--- config.mk ---
export PLATFORM = sky130hd
export DESIGN_NAME = mem_dump_sequencer
export DESIGN_NICKNAME = d
export VERILOG_FILES = /design/src/rtl/mem_dump_sequencer_pkg.sv /design/src/rtl/mem_dump_sequencer_rise_detect.sv /design/src/rtl/mem_dump_sequencer.sv
export SDC_FILE = /design/constraint.sdc
export NUM_CORES = 1
export LEC_CHECK = 0
export ABC_CLOCK_PERIOD_IN_PS = 2700
export CAP_MARGIN = 20
export CORE_MARGIN = 2
export CORE_UTILIZATION = 49
export DETAILED_ROUTE_END_ITERATION = 8
export HOLD_SLACK_MARGIN = 0.15
export PLACE_DENSITY_LB_ADDON = 0.05
export SYNTH_ARGS = -nofsm -noshare
export SYNTH_HDL_FRONTEND = slang
export SYNTH_SLANG_ARGS = --single-unit
--- constraint.sdc ---
create_clock -name clk -period 2.7 [get_ports clk]
set_input_delay 0.675 -clock clk [delete_from_list [all_inputs] [get_ports clk]]
set_output_delay 0.675 -clock clk [all_outputs]
set_load 0.005 [all_outputs]
--- src/rtl/mem_dump_sequencer_pkg.sv ---
// Shared definitions for the memory-dump sequencer and the data-cache wrapper.
// Holds the sequencer state encoding, the captured-word record and the
// default read latency that both sides of the cache port must agree on.
package mem_dump_sequencer_pkg;

    // Sequencer states; the encodings are fixed so that debug probes and the
    // cache wrapper can decode them.
    typedef enum logic [2:0] {
        IDLE    = 3'd0,
        ISSUE   = 3'd1,
        WAIT    = 3'd2,
        PRESENT = 3'd3,
        DONE    = 3'd4
    } state_e;

    // Default cycles from a stable fpga_address to a valid fpga_value.
    // The data-cache wrapper uses this same constant for its read pipeline.
    localparam int unsigned DEFAULT_READ_LATENCY = 2;

    // Default dump geometry: word-addressed cache, first eight words.
    localparam logic [31:0] DEFAULT_BASE_ADDR = 32'd0;
    localparam int unsigned DEFAULT_NUM_WORDS = 8;
    localparam logic [31:0] DEFAULT_ADDR_STEP = 32'd1;

    // One captured word together with its position in the dump.
    typedef struct packed {
        logic [31:0] data;
        logic [7:0]  index;
    } dump_word_t;

    // Width of the read-latency down-counter. It only has to hold
    // latency-1, so a latency of 1 or 2 needs a single bit.
    function automatic int wait_cnt_width(input int unsigned latency);
        return (latency < 2) ? 1 : int'($clog2(latency));
    endfunction

endpackage

--- src/rtl/mem_dump_sequencer_rise_detect.sv ---
// rise_detect: registered rising-edge detector for a single level input.
// The output pulses for one cycle, one clock after the input is first seen
// high. The history flop clears on reset, so an input that is already high
// when reset is released is reported as a rise.
module rise_detect (
    input  logic clk,
    input  logic rst_n,
    input  logic sig_i,
    output logic rise_o
);

    logic prev_q;
    logic prev_d;
    logic rise_q;
    logic rise_d;

    // Next state: remember the input, flag a 0->1 transition.
    always_comb begin
        prev_d = sig_i;
        rise_d = sig_i & ~prev_q;
    end

    // History and pulse registers.
    always_ff @(posedge clk or negedge rst_n) begin
        if (!rst_n) begin
            prev_q <= 1'b0;
            rise_q <= 1'b0;
        end else begin
            prev_q <= prev_d;
            rise_q <= rise_d;
        end
    end

    assign rise_o = rise_q;

endmodule

--- src/rtl/mem_dump_sequencer.sv ---
// mem_dump_sequencer: once the core halts (program_done), take over the
// data-cache address port, read NUM_WORDS consecutive words and hand each one
// to a readout consumer over a valid/ready handshake. Ownership of the port
// (address_mode) is released when the dump completes or program_done drops.
module mem_dump_sequencer
    import mem_dump_sequencer_pkg::*;
#(
    parameter logic [31:0] BASE_ADDR    = DEFAULT_BASE_ADDR,
    parameter int unsigned NUM_WORDS    = DEFAULT_NUM_WORDS,
    parameter logic [31:0] ADDR_STEP    = DEFAULT_ADDR_STEP,
    parameter int unsigned READ_LATENCY = DEFAULT_READ_LATENCY
) (
    input  logic        clk,
    input  logic        reset,
    input  logic        program_done,
    input  logic        dump_req,
    input  logic [31:0] fpga_value,
    input  logic        word_ready,
    output logic        address_mode,
    output logic [31:0] fpga_address,
    output logic [31:0] word_data,
    output logic [7:0]  word_index,
    output logic        word_valid,
    output logic        dump_done
);

    localparam int                CNT_W      = wait_cnt_width(READ_LATENCY);
    localparam logic [CNT_W-1:0]  CNT_LOAD   = CNT_W'(READ_LATENCY - 1);
    localparam logic [7:0]        LAST_INDEX = 8'(NUM_WORDS - 1);

    // Sequencer state and bookkeeping.
    state_e            state_q,        state_d;
    logic [7:0]        index_q,        index_d;
    logic [CNT_W-1:0]  wait_cnt_q,     wait_cnt_d;

    // Registered outputs.
    logic              address_mode_q, address_mode_d;
    logic [31:0]       fpga_address_q, fpga_address_d;
    dump_word_t        word_q,         word_d;
    logic              word_valid_q,   word_valid_d;
    logic              dump_done_q,    dump_done_d;

    // One-cycle pulse, one clock after program_done is first seen high.
    logic program_rise;
    // Begin a fresh dump from word 0 this cycle.
    logic launch;

    rise_detect u_rise_detect (
        .clk    (clk),
        .rst_n  (reset),
        .sig_i  (program_done),
        .rise_o (program_rise)
    );

    // Next-state and next-output logic for the dump sequencer.
    always_comb begin
        // NOTE: every signal driven here gets a default first, so no path
        // through the case statement can leave one unassigned and infer a latch.
        state_d        = state_q;
        index_d        = index_q;
        wait_cnt_d     = wait_cnt_q;
        address_mode_d = address_mode_q;
        fpga_address_d = fpga_address_q;
        word_d         = word_q;
        word_valid_d   = word_valid_q;
        dump_done_d    = dump_done_q;
        launch         = 1'b0;

        case (state_q)
            IDLE: begin
                // A rise and a dump_req in the same cycle are one start; the
                // later rise pulse lands in ISSUE and is ignored there.
                launch = program_done && (program_rise || dump_req);
            end

            ISSUE: begin
                // Address has been driven since entry; start the latency count.
                wait_cnt_d = CNT_LOAD;
                state_d    = WAIT;
            end

            WAIT: begin
                if (wait_cnt_q == '0) begin
                    word_d.data  = fpga_value;
                    word_d.index = index_q;
                    word_valid_d = 1'b1;
                    state_d      = PRESENT;
                end else begin
                    wait_cnt_d = wait_cnt_q - CNT_W'(1);
                end
            end

            PRESENT: begin
                // word_valid is high throughout PRESENT, so ready alone
                // completes the handshake; ready in other states is ignored.
                if (word_ready) begin
                    word_valid_d = 1'b0;
                    if (index_q == LAST_INDEX) begin
                        address_mode_d = 1'b0;
                        fpga_address_d = '0;
                        dump_done_d    = 1'b1;
                        state_d        = DONE;
                    end else begin
                        // Incremental step equals BASE_ADDR + index*ADDR_STEP
                        // modulo 2^32, without a multiplier.
                        index_d        = index_q + 8'd1;
                        fpga_address_d = fpga_address_q + ADDR_STEP;
                        state_d        = ISSUE;
                    end
                end
            end

            DONE: begin
                launch = program_done && dump_req;
            end

            default: begin
                // Unreachable encodings fall back to a clean idle.
                address_mode_d = 1'b0;
                fpga_address_d = '0;
                word_valid_d   = 1'b0;
                dump_done_d    = 1'b0;
                state_d        = IDLE;
            end
        endcase

        // Start of a dump: claim the address port and point at word 0.
        if (launch) begin
            index_d        = '0;
            address_mode_d = 1'b1;
            fpga_address_d = BASE_ADDR;
            word_valid_d   = 1'b0;
            dump_done_d    = 1'b0;
            state_d        = ISSUE;
        end

        // Abort wins over the handshake and over dump_req: if the core is no
        // longer halted, hand the address port straight back.
        if (state_q != IDLE && !program_done) begin
            address_mode_d = 1'b0;
            fpga_address_d = '0;
            word_valid_d   = 1'b0;
            dump_done_d    = 1'b0;
            state_d        = IDLE;
        end
    end

    // State and output registers, cleared asynchronously by reset.
    always_ff @(posedge clk or negedge reset) begin
        if (!reset) begin
            state_q        <= IDLE;
            index_q        <= '0;
            wait_cnt_q     <= '0;
            address_mode_q <= 1'b0;
            fpga_address_q <= '0;
            word_q         <= '0;
            word_valid_q   <= 1'b0;
            dump_done_q    <= 1'b0;
        end else begin
            // NOTE: non-blocking assignments so every flop samples the values
            // from before this edge, independent of statement order.
            state_q        <= state_d;
            index_q        <= index_d;
            wait_cnt_q     <= wait_cnt_d;
            address_mode_q <= address_mode_d;
            fpga_address_q <= fpga_address_d;
            word_q         <= word_d;
            word_valid_q   <= word_valid_d;
            dump_done_q    <= dump_done_d;
        end
    end

    assign address_mode = address_mode_q;
    assign fpga_address = fpga_address_q;
    assign word_data    = word_q.data;
    assign word_index   = word_q.index;
    assign word_valid   = word_valid_q;
    assign dump_done    = dump_done_q;

endmodule
==> impl_results.md <==
* Outcome: finished clean
* Post-synthesis cell area at 0.00420 mm2
* Adder-cell area share of the yosys netlist at 0.596%
* Vias at 3,384
* Syn Nets at 418
* Clock network fraction of design power at 22.7%
* Max cap viols at 0
* Vias in the first global route at 3,425
* Clock Tree Buf Depth at 2
* Max-slew violations at 0
* Post-synth ARST share at 100%
* Main synth FF type: dfrtp_1
* H-tree depth at 3
* CTS Hold Bufs at 1
* Sw Ratio at 27.6%
* Layout Area Growth over Synthesis at 34.9%
* Fill cells at 659
* Sequential cell area at 0.00223 mm2
* CTS Buf Count at 9
* Die W at 96.5 um
* Die ar. at 0.00932 mm2
* Worst VDD drop at 429 uV
* Crit path required time at 2.95 ns
* Sink Count at 89
* Post-synth EDFFs at 0
* Setup TNS at 0 ns
* PD cells at 656 mW/mm2
* Reg power frac at 47.4%
* Psw at 1.03 mW
* I/O pin count at 112
* Synth area leader: dfrtp_1
* Largest family of logic cells by synthesized area: simple AND/OR/NAND/NOR gates
* Worst Hold Class: flop to flop
* RSZ-0062 raised after global routing: false
* Achievable frequency at 438 MHz
* Worst Path Max Fanout at 17
* Hold path cells at 1
* Post-DP HPWL at 7.22 mm
* Total chip power at 3.71 mW
* Syn. warnings at 0
* Drt total wl at 10.0 mm
* Unique masters post-synth at 60
* Antenna Cells at 0
* Clock Skews at 0.0142 ns
* R2R Setup Slk at 0.55 ns
* CTS tree: done
* Crit Reg-Reg Startpoint: fpga_address[0]$_DFFE_PN0P_
* Measured slew at the worst slew-check pin at 0.508 ns
* Area occupied by multi-input gates at 0.00184 mm2
* Largest net degree at the start of global routing at 50
* Grt ovf at 0
* Area share of and/or/nand/nor cells after synthesis at 17.7%
* Mapped Avg Cell Area at 11.1 um2
* Core area at 0.00826 mm2
* Setup crit end kind: flop
* Root Driver: clkbuf_8
* Final GP Congestion at 0.858
* Post-Syn Instances at 379
* Internal at 2.69 mW
* Nets at 538
* Compound-gate portion of the synthesized area at 12.6%
* CP arrival at 2.53 ns
* Postcts setup bufs at 0
* Worst R2R End: fpga_address[30]$_DFFE_PN0P_
* Post-synthesis mux area share at 11.5%
* Synth top cells by count: 89 x dfrtp_1, 40 x mux2_2, 33 x o21ai_0, 31 x nand2_1, 27 x nor2_1
* Top cell type's share of synthesized area at 53.1%
* Endpoints failing setup at 0
* Combinational fraction of design power at 29.9%
* Most common cell in the netlist: dfrtp_1
* Sequential area share after synthesis at 53.1%
* Remaining DRCs at 0
* Min Tclk post-route at 2.28 ns
* Slew HR at 66.1%
* Worst-Skew Late Latency at 0.37 ns
* Clock slew at reported path FFs at 0.09 ns
* FP Rows at 33
* Hold EP: u_rise_detect.rise_o$_DFF_PN0_
* Avg Vias per Cell at 5.56
* Reg2reg path depth at 6
* Post-DRT Antenna Nets at 0
* DRT iter0 DRCs at 129
* Pleak at 2.43 nW
* Critical Path Source Type: input pin
* Hold path startpoint: u_rise_detect.prev_q$_DFF_PN0_
* Synth top area cells: dfrtp_1 53%, mux2_2 11%, o21ai_0 3.9%
* Setup CP Type: input pin to flop
* First-pass GRT wire length at 16.1 mm
* Final period utilization at 84.6%
* DR WL/cell at 16.4 um
* Xor/xnor share of the synthesized area at 1.46%
* Count of final hold-check violations at 0
* Synth Register Bits at 89
* Initial antenna violation count at 0
* # port buffers at 111
* Cts repair resizes at 0
* Gr usage total at 22.4%
* Ratio of cells with drive above 1 in the final layout at 17.1%
* Die H at 96.5 um
* Initial core utilization at 50.8%
* First-pass detailed-route iteration total at 4
-- layout by cell type, fill, tap and decap left out, types with 3 or more instances in the layout --
| cell type | count |
|---|---|
| a21oi_1 | 14 |
| a31oi_1 | 3 |
| and2_1 | 5 |
| and3_1 | 9 |
| buf_4 | 15 |
| clkbuf_8 | 9 |
| clkdlybuf4s50_1 | 110 |
| dfrtp_1 | 89 |
| inv_1 | 5 |
| mux2_2 | 40 |
| mux2i_1 | 3 |
| nand2_1 | 31 |
| nand3_1 | 13 |
| nand4_1 | 13 |
| nor2_1 | 27 |
| nor3_1 | 4 |
| o211ai_1 | 3 |
| o21ai_0 | 33 |
| o21ai_1 | 4 |
| o31ai_1 | 3 |
| or3_1 | 4 |
| or4_1 | 3 |
| xor2_1 | 6 |
-- stage by stage --
stage	instances	setup WS (ns)	util (%)	hold WS, ns	area (um2)
6_report	609	0.415	68.5	0.416	5660
5_1_grt	609	0.280	68.5	0.438	5660
4_1_cts	609	0.409	68.5	0.419	5660
3_5_place_dp	592	0.0304	66.2	0.405	5470
3_3_place_gp	592	0.107	66.2	0.396	5470
2_1_floorplan	379	0.760	-	0.378	4200
-- worst max path at each step --
| stage | to | startpoint |
|---|---|---|
| detailed placement | fpga_address[15]$_DFFE_PN0P_ | program_done |
| finish | fpga_address[15]$_DFFE_PN0P_ | program_done |
| global placement | fpga_address[28]$_DFFE_PN0P_ | program_done |
| CTS | fpga_address[15]$_DFFE_PN0P_ | program_done |
| global route | fpga_address[28]$_DFFE_PN0P_ | program_done |
| floorplan | fpga_address[15]$_DFFE_PN0P_ | program_done |
-- state kept, by name, indices dropped and copies added, names as in the netlist --
name	cells
fpga_address	32
wait_cnt_q	1
address_mode	1
u_rise_detect.rise_o	1
dump_done	1
word_data	32
word_valid	1
state_q	3
index_q	8
word_index	8
u_rise_detect.prev_q	1
-- metal layers --
layer / wire, um / up-vias / part of all wire [%] / GRT usage (%)
met2: 5300 / 87 / 53 / 38.4
met3: 389 / 12 / 3.9 / 3.03
met4: 111 / 0 / 1.1 / 8.22
li1: - / 1622 / - / -
met5: 0 / - / 0 / 0
met1: 4190 / 1663 / 42 / 29.1
-- final cells by class --
cell class | count | area share, %
flip-flops and latches | 89 | 39.4
multi-input cells | 266 | 32.5
repair buffers | 128 | 22.3
well taps | 105 | 2.32
clock buffers | 9 | 2.19
clock inverters | 7 | 0.973
inverters | 5 | 0.332
-- cell families after synthesis --
group | after synthesis
muxes | 43
xor gates and xnor gates | 7
adders and majority gates | 2
and+or+nand+nor | 131
buffers and inverters | 24
AOI/OAI and AO/OA | 83
DFF | 89
-- power groups by stage --
stage	combinational, mW	sequential, mW	clock (mW)
global placement	1.10	1.76	0
floorplan	0.422	1.79	0
CTS	1.13	1.76	0.864
global route	1.21	1.80	0.925
detailed placement	1.13	1.79	0
finish	1.11	1.76	0.842
-- worst max-delay path: stages --
cell and delay (ns):
clkdlybuf4s50_1 0.54, or3b_1 0.43, o31ai_4 0.21, or2_1 0.23, buf_4 0.25, o21ai_0 0.12
o41ai_1 0.07
Note: power is estimated with default switching activity, not from simulation.
